`src/rtl/exec_sequencer_if.sv`:
```
// Fetch-side instruction handshake for exec_sequencer.
// master = instruction fetch, slave = sequencer.
interface exec_sequencer_if;
  logic        instr_valid;
  logic        instr_ready;
  logic [31:0] instr;

  modport master (output instr_valid, output instr, input instr_ready);
  modport slave  (input instr_valid, input instr, output instr_ready);
endinterface

```
`src/rtl/exec_sequencer.sv`:
```
// Multi-cycle RV32 control sequencer: decode, EXEC, optional load wait/writeback, PC.
// Optional retired-instruction counter is built only with EXEC_SEQ_PERF_CNT_EN defined.
module exec_sequencer #(
  parameter int                 WIDTH    = 32,
  parameter int                 MEM_LAT  = 1,
  parameter logic [WIDTH-1:0]   RESET_PC = '0
) (
  input  logic             clk,
  input  logic             rst,
  exec_sequencer_if.slave  fetch,
  output logic [WIDTH-1:0] pc,
  output logic [6:0]       opcode,
  output logic [2:0]       Funct3,
  output logic [6:0]       Funct7,
  output logic [4:0]       RS1,
  output logic [4:0]       RS2,
  output logic [4:0]       RD,
  output logic [11:0]      Imm_reg,
  output logic [4:0]       Shamt,
  output logic             reg_write_en,
  output logic             mem_write_en,
  output logic             read_en,
  output logic             retire,
  output logic             illegal,
  output logic [31:0]      instret_count
);

  localparam logic [6:0] OPC_OP    = 7'b0110011;
  localparam logic [6:0] OPC_OPIMM = 7'b0010011;
  localparam logic [6:0] OPC_STORE = 7'b0100011;
  localparam logic [6:0] OPC_LOAD  = 7'b0000011;
  localparam int         CW        = (MEM_LAT > 1) ? $clog2(MEM_LAT) : 1;

  typedef enum logic [1:0] {IDLE, EXEC, LD_WAIT, LD_WB} state_t;

  state_t           state, state_nx;
  logic [CW-1:0]    cnt, cnt_nx;
  logic [WIDTH-1:0] pc_nx;
  logic             rdy_nx, rwe_nx, mwe_nx, ren_nx, ret_nx, ill_nx;
  logic             accept;
  logic             in_store;

  assign in_store = (fetch.instr[6:0] == OPC_STORE);

  // Every output is registered, so next-cycle strobes are computed here
  // from the transition being taken rather than from the current state.
  always_comb begin
    state_nx = state;
    cnt_nx   = cnt;
    pc_nx    = pc;
    rdy_nx   = 1'b0;
    rwe_nx   = 1'b0;
    mwe_nx   = 1'b0;
    ren_nx   = 1'b0;
    ret_nx   = 1'b0;
    ill_nx   = 1'b0;
    accept   = 1'b0;
    case (state)
      IDLE: begin
        rdy_nx = 1'b1;
        if (fetch.instr_valid && fetch.instr_ready) begin
          accept   = 1'b1;
          rdy_nx   = 1'b0;
          state_nx = EXEC;
          case (fetch.instr[6:0])
            OPC_OP, OPC_OPIMM: begin rwe_nx = 1'b1; ret_nx = 1'b1; end
            OPC_STORE:         begin mwe_nx = 1'b1; ret_nx = 1'b1; end
            OPC_LOAD:          ren_nx = 1'b1;
            default:           ill_nx = 1'b1;
          endcase
        end
      end
      EXEC: begin
        if (opcode == OPC_LOAD) begin
          state_nx = LD_WAIT;
          ren_nx   = 1'b1;
          cnt_nx   = '0;
        end else begin
          state_nx = IDLE;
          rdy_nx   = 1'b1;
          pc_nx    = pc + WIDTH'(4);
        end
      end
      LD_WAIT: begin
        ren_nx = 1'b1;
        if (cnt == CW'(MEM_LAT - 1)) begin
          state_nx = LD_WB;
          rwe_nx   = 1'b1;
          ret_nx   = 1'b1;
        end else begin
          cnt_nx = cnt + CW'(1);
        end
      end
      LD_WB: begin
        state_nx = IDLE;
        rdy_nx   = 1'b1;
        pc_nx    = pc + WIDTH'(4);
      end
      default: begin
        state_nx = IDLE;
        rdy_nx   = 1'b1;
      end
    endcase
  end

  always_ff @(posedge clk or negedge rst) begin
    if (!rst) begin
      state             <= IDLE;
      cnt               <= '0;
      pc                <= RESET_PC;
      fetch.instr_ready <= 1'b1;
      reg_write_en      <= 1'b0;
      mem_write_en      <= 1'b0;
      read_en           <= 1'b0;
      retire            <= 1'b0;
      illegal           <= 1'b0;
    end else begin
      state             <= state_nx;
      cnt               <= cnt_nx;
      pc                <= pc_nx;
      fetch.instr_ready <= rdy_nx;
      reg_write_en      <= rwe_nx;
      mem_write_en      <= mwe_nx;
      read_en           <= ren_nx;
      retire            <= ret_nx;
      illegal           <= ill_nx;
    end
  end

  // Decoded fields are captured only on accept and hold until the next one.
  always_ff @(posedge clk or negedge rst) begin
    if (!rst) begin
      opcode  <= '0;
      Funct3  <= '0;
      Funct7  <= '0;
      RS1     <= '0;
      RS2     <= '0;
      RD      <= '0;
      Imm_reg <= '0;
      Shamt   <= '0;
    end else if (accept) begin
      opcode  <= fetch.instr[6:0];
      Funct3  <= fetch.instr[14:12];
      Funct7  <= fetch.instr[31:25];
      RS1     <= fetch.instr[19:15];
      RS2     <= fetch.instr[24:20];
      RD      <= in_store ? 5'd0 : fetch.instr[11:7];
      Imm_reg <= in_store ? {fetch.instr[31:25], fetch.instr[11:7]} : fetch.instr[31:20];
      Shamt   <= fetch.instr[24:20];
    end
  end

`ifdef EXEC_SEQ_PERF_CNT_EN
  logic [31:0] instret_q;
  always_ff @(posedge clk or negedge rst) begin
    if (!rst)        instret_q <= '0;
    else if (retire) instret_q <= instret_q + 32'd1;
  end
  assign instret_count = instret_q;
`else
  assign instret_count = '0;
`endif

endmodule

```
`src/flat_wrapper.sv`:
```
// flat-port wrapper written by rule: the top's interface ports become plain ports
module exec_sequencer_flat 
#(
  parameter int                 WIDTH    = 32,
  parameter int                 MEM_LAT  = 1,
  parameter logic [WIDTH-1:0]   RESET_PC = '0
)
  (clk, rst, pc, opcode, Funct3, Funct7, RS1, RS2, RD, Imm_reg, Shamt, reg_write_en, mem_write_en, read_en, retire, illegal, instret_count, fetch_instr_valid, fetch_instr, fetch_instr_ready);
  exec_sequencer_if fetch_i ();
  input  logic clk;
  input  logic rst;
  output logic [WIDTH-1:0] pc;
  output logic [6:0] opcode;
  output logic [2:0] Funct3;
  output logic [6:0] Funct7;
  output logic [4:0] RS1;
  output logic [4:0] RS2;
  output logic [4:0] RD;
  output logic [11:0] Imm_reg;
  output logic [4:0] Shamt;
  output logic reg_write_en;
  output logic mem_write_en;
  output logic read_en;
  output logic retire;
  output logic illegal;
  output logic [31:0] instret_count;
  input wire logic [$bits(fetch_i.instr_valid)-1:0] fetch_instr_valid;
  input wire logic [$bits(fetch_i.instr)-1:0] fetch_instr;
  output wire logic [$bits(fetch_i.instr_ready)-1:0] fetch_instr_ready;
  assign fetch_i.instr_valid = fetch_instr_valid;
  assign fetch_i.instr = fetch_instr;
  assign fetch_instr_ready = fetch_i.instr_ready;
  exec_sequencer #(.WIDTH(WIDTH), .MEM_LAT(MEM_LAT), .RESET_PC(RESET_PC)) u_core (.clk(clk), .rst(rst), .fetch(fetch_i), .pc(pc), .opcode(opcode), .Funct3(Funct3), .Funct7(Funct7), .RS1(RS1), .RS2(RS2), .RD(RD), .Imm_reg(Imm_reg), .Shamt(Shamt), .reg_write_en(reg_write_en), .mem_write_en(mem_write_en), .read_en(read_en), .retire(retire), .illegal(illegal), .instret_count(instret_count));
endmodule
```
`config.mk`:
```
export PLATFORM = sky130hd
export DESIGN_NAME = exec_sequencer_flat
export DESIGN_NICKNAME = d
export VERILOG_FILES = /design/src/rtl/exec_sequencer_if.sv /design/src/rtl/exec_sequencer.sv /design/src/flat_wrapper.sv
export SDC_FILE = /design/constraint.sdc
export NUM_CORES = 1
export LEC_CHECK = 0
export CORE_MARGIN = 1
export CORE_UTILIZATION = 44
export CTS_BUF_LIST = sky130_fd_sc_hd__clkbuf_2
export CTS_CLUSTER_SIZE = 10
export DETAILED_ROUTE_END_ITERATION = 8
export PLACE_DENSITY = 0.92
export SLEW_MARGIN = 10
export SYNTH_ARGS = -nofsm -noshare
export SYNTH_HDL_FRONTEND = slang
export SYNTH_SLANG_ARGS = --single-unit
```
`constraint.sdc`:
```
create_clock -name clk -period 1.9 [get_ports clk]
set_input_delay 0.285 -clock clk [delete_from_list [all_inputs] [get_ports clk]]
set_output_delay 0.285 -clock clk [all_outputs]
set_load 0.02 [all_outputs]
```
== Yosys cells after proc, flatten, opt, wreduce, memory -nomap -nowiden ==
Index checks and enable logic that the tools add are counted.

* Add/subtract/negate cells: 2
* Equality and inequality tests: 12
* Multiplexer cells: 33
* Reductions and logical operators: 10

{| class="wikitable"
|+ Operator list
! operator !! count
|-
| $pmux 32 s2 || 1
|-
| $add 32x3->32 const B || 1
|-
| $mux 32 || 1
|-
| $mux 1 || 20
|-
| $eq 7x2->1 const B || 2
|-
| $eq 7x6->1 const B || 2
|-
| $mux 5 || 2
|-
| $pmux 2 s4 || 1
|-
| $eq 7x5->1 const B || 1
|-
| $mux 2 || 3
|-
| $pmux 1 s2 || 3
|-
| $pmux 1 s3 || 2
|-
| $reduce_and 2->1 || 3
|-
| $eq 2x2->1 const B || 2
|-
| $ne 2x1->1 const B || 2
|-
| $ne 2x2->1 const B || 2
|-
| $reduce_bool 2->1 || 2
|-
| $reduce_or 4->1 || 1
|-
| $reduce_or 3->1 || 1
|-
| $eq 2x1->1 const B || 1
|-
| $logic_not 2->1 || 1
|-
| $reduce_or 2->1 || 1
|-
| $add 1x1->1 const B || 1
|-
| $logic_and 1x1->1 || 1
|}

* Bits in registers: 85
* Input bits: 35
* Output and inout port bits: 119

== Longest topological paths before layout ==
* Depth after elaboration: 5
* Gate-level depth with buffers: 7
* Depth with buffers taken out: 5

== Worst setup path before layout ==
Ideal clock, no wire load.

* Kind: flip-flop to flip-flop
* Start point: register u_core.opcode[2]
* End point: register u_core.pc[28]
* Setup time: 0.130 ns
* Arrival time: 1.672 ns
* Data required time: 1.770 ns
* Path slack: 0.097 ns
* Stages on the path, launching flop included: 7
* Buffers on the path: 2
* Period minus slack after synthesis: 1.803 ns
* Cells stage by stage: dfrtp_1 > or4_4 > o2111a_1 > buf_6 > buf_6 > nand4_1 > xnor2_1

* Longest elaborated chain between the ends: 3

{| class="wikitable"
|+ Ends and longest elaborated chain
! element !! line !! text
|-
| start, declared || exec_sequencer.sv:12 || <nowiki>output logic [6:0] opcode,</nowiki>
|-
| start signal, assigned || exec_sequencer.sv:142 || <nowiki>opcode <= fetch.instr[6:0];</nowiki>
|-
| $eq 7x2->1 || exec_sequencer.sv:74 || <nowiki>if (opcode == OPC_LOAD) begin</nowiki>
|-
| $ne 2x2->1 (no source line) || -- ||
|-
| $reduce_and 2->1 (no source line) || -- ||
|-
| end signal, assigned || exec_sequencer.sv:120 || <nowiki>pc <= pc_nx;</nowiki>
|-
| end, declared || exec_sequencer.sv:11 || <nowiki>output logic [WIDTH-1:0] pc,</nowiki>
|}

No other way between the ends.
A chain may end at the register's enable or synchronous reset.

==> results.md <==
* Setup TNS at 0 ns
* WHS Endpoint: u_core.RS1[0]$_DFFE_PN0P_
* H-tree Lvls at 3
* Yosys warnings at 0
* Num CTS Buffers at 9
* Largest net degree at the start of global routing at 76
* Unrepaired setup endpoints after global routing: false
* CTS Buffer Depth at 2
* Routed length per instance at 13.21 um
* CTS tree: built
* Status: complete, no violations
* Register area share after synthesis at 53.38%
* Die W at 91.42 um
* ANT cells at 0
* DP HPWL at 5549 um
* Worst path depth at 1
* Max-slew violation count at 0
* Global route overflow at 0
* Most frequent cells in the layout: 107 x nand2_1, 77 x clkdlybuf4s50_1, 70 x dfrtp_1, 34 x conb_1, 23 x dlymetal6s2s_1
* Fin. Hold Viols at 0
* R2R Path End: u_core.pc[23]$_DFFE_PN0P_
* Clk slew on worst S/H paths at 0.21 ns
* Cells after Synth at 364
* Buffers and inverters on the worst path at 1
* DRT iter0 DRCs at 95
* Critical path's slowest cell: clkdlybuf4s50_1
* Slowest stage delay, CP at 0.62 ns
* Worst Setup End Kind: primary output
* Final setup fails at 0
* Critical Path AT at 1.55 ns
* FFs w/ async S/R, synth at 100.0%
* Largest register FFs at 30
* Placement Setup Slack at -0.005733 ns
* Routability cong. at 0.7929
* CTS Sinks at 75
* Share of layout cells above drive strength 1 at 7.645%
* RR Startpoint: u_core.opcode[2]$_DFFE_PN0P_
* Hold path depth at 3
* Library cells used by synthesis at 35
* Post-Route Utilization at 62.44%
* Clk_skew at 0.02373 ns
* Peak Freq at 545.9 MHz
* DRC Markers at 0
* Vias at 2811
* Reg2Reg Depth at 4
* Launch point of the worst path: u_core.RS2[4]$_DFFE_PN0P_
* Final ANT Viol Nets at 0
* Die Area at 0.008358 sq mm
* Peak supply drop at 828.2 uV
* Worst Path Max Fanout at 3
* Hold Path Class: input pin to flip-flop
* Final #Nets at 516
* Startpoint Class: flip-flop
* Die H at 91.42 um
* Worst-path cell chain: clkdlybuf4s50_1
* Core area at 0.007727 sq mm
* Power Density at 1331 mW/mm^2
* Clock Tree Root: clkbuf_2
* Post-synth EDFFs at 0
* Post-Route WL at 7739 um
* Effective utilization at floorplan at 45.53%
* Tot GR Track Use at 19.75%
* Synth Flop Type: dfrtp_1
* Setup WS post-layout at 0.06827 ns
* CP required at 1.62 ns
* Rows at 32
* Leak at 2.636 nW
* Drt pass-1 iters at 4
* Vias in the first global route at 2731
* First-pass GRT wire length at 13040 um
* Final min period at 1.832 ns
* Synth Cell Area at 0.003518 sq mm
* # IOs at 154
* Clock latency on the worst-skew pair at 0.50 ns
* Cell family with most CP delay: buffers and inverters
* IO buf count at 119
* Synthesis-stage register bit count at 75
* Syn avg cell area at 9.666 sq um
* Leading cell type in the layout, fill and taps excluded: nand2_1
* # fillers at 639
* HP Start: fetch_instr[15]
* Drt via density at 4.797
* Layout area overhead at 37.13%
* Fin crit share at 96.41%
* Tot Pwr at 6.421 mW
* Initial antenna violation count at 0
* R2r setup slk at 0.13 ns
* Max cap viols at 0
* WS Path Type: flip-flop to primary output
## logic make-up after synthesis
logic type / synth area share [%]
AOI/OAI and AO/OA: 2.312
xor gates and xnor gates: 7.219
adders and majority gates: 0.3556
buffers and inverters: 11.74
DFF: 53.38
muxes: 1.743
other: 0.1066
and+or+nand+nor: 23.15
## area by class of cell
type | count | area [sq um] | share of cell area [%]
multi-input combinational | 262 | 1358 | 28.14
sequential | 75 | 1883 | 39.03
timing repair buffer | 130 | 1346 | 27.90
clock buffer | 9 | 45.04 | 0.9336
inverter | 2 | 7.507 | 0.1556
tap | 102 | 127.6 | 2.645
clock inverter | 6 | 57.56 | 1.193
## through the flow
stage               cell area (sq um)  hold slack [ns]  std cells
floorplan                        3642         -0.01059        397
global placement                 4663           0.3303        569
detailed placement               4663           0.3380        569
CTS                              4767           0.2218        586
global route                     4825           0.2341        586
finish                           4825           0.2788        586
## Yosys cell counts, drive strengths merged (2+ instances only)
master | instances | area, sq um
and2 | 3 | 18.77
dfrtp | 74 | 1852
clkbuf | 10 | 37.54
mux2i | 5 | 50.05
nand3 | 13 | 75.07
inv | 2 | 7.510
buf | 48 | 367.8
and3 | 4 | 25.02
nor2 | 20 | 75.07
nor3 | 8 | 40.04
a21oi | 6 | 30.03
and4 | 3 | 26.28
nand2 | 107 | 401.6
xnor2 | 21 | 183.9
nand4 | 15 | 93.84
xor2 | 8 | 70.07
## report_power, final
| group | switching (mW) | leakage [nW] | internal [mW] |
|---|---|---|---|
| clock network | 0.541 | 0.0589 | 0.285 |
| logic | 1.71 | 1.62 | 1.40 |
| registers | 0.373 | 0.958 | 2.11 |
## routing by layer
| layer | share of wire [%] | global-route usage, % |
|---|---|---|
| met1 | 42 | 23.91 |
| met5 | 0 | 0 |
| met2 | 50 | 33.21 |
| met3 | 6.2 | 5.193 |
| met4 | 1.9 | 8.333 |
## how the worst max path moves through the flow
| stage | to | slack (ns) |
|---|---|---|
| global placement | u_core.pc[23]$_DFFE_PN0P_ | 0.04 |
| detailed placement | u_core.pc[15]$_DFFE_PN0P_ | -0.006 |
| finish | Shamt[4] | 0.07 |
| floorplan | u_core.pc[28]$_DFFE_PN0P_ | 0.1 |
| CTS | pc[19] | 0.002 |
| global route | Imm_reg[11] | 0.0003 |
## timing repair
| item | 4_1_cts | 5_1_grt |
|---|---|---|
| setup endpoints to repair | 28 | 25 |
| buffers inserted | 1 | 0 |
| hold endpoints to repair | 74 | 0 |
| hold buffers | 1 | 0 |
| pin swaps | 0 | 0 |
| resized for setup | 23 | 23 |
(Power assumes the default switching activity.)
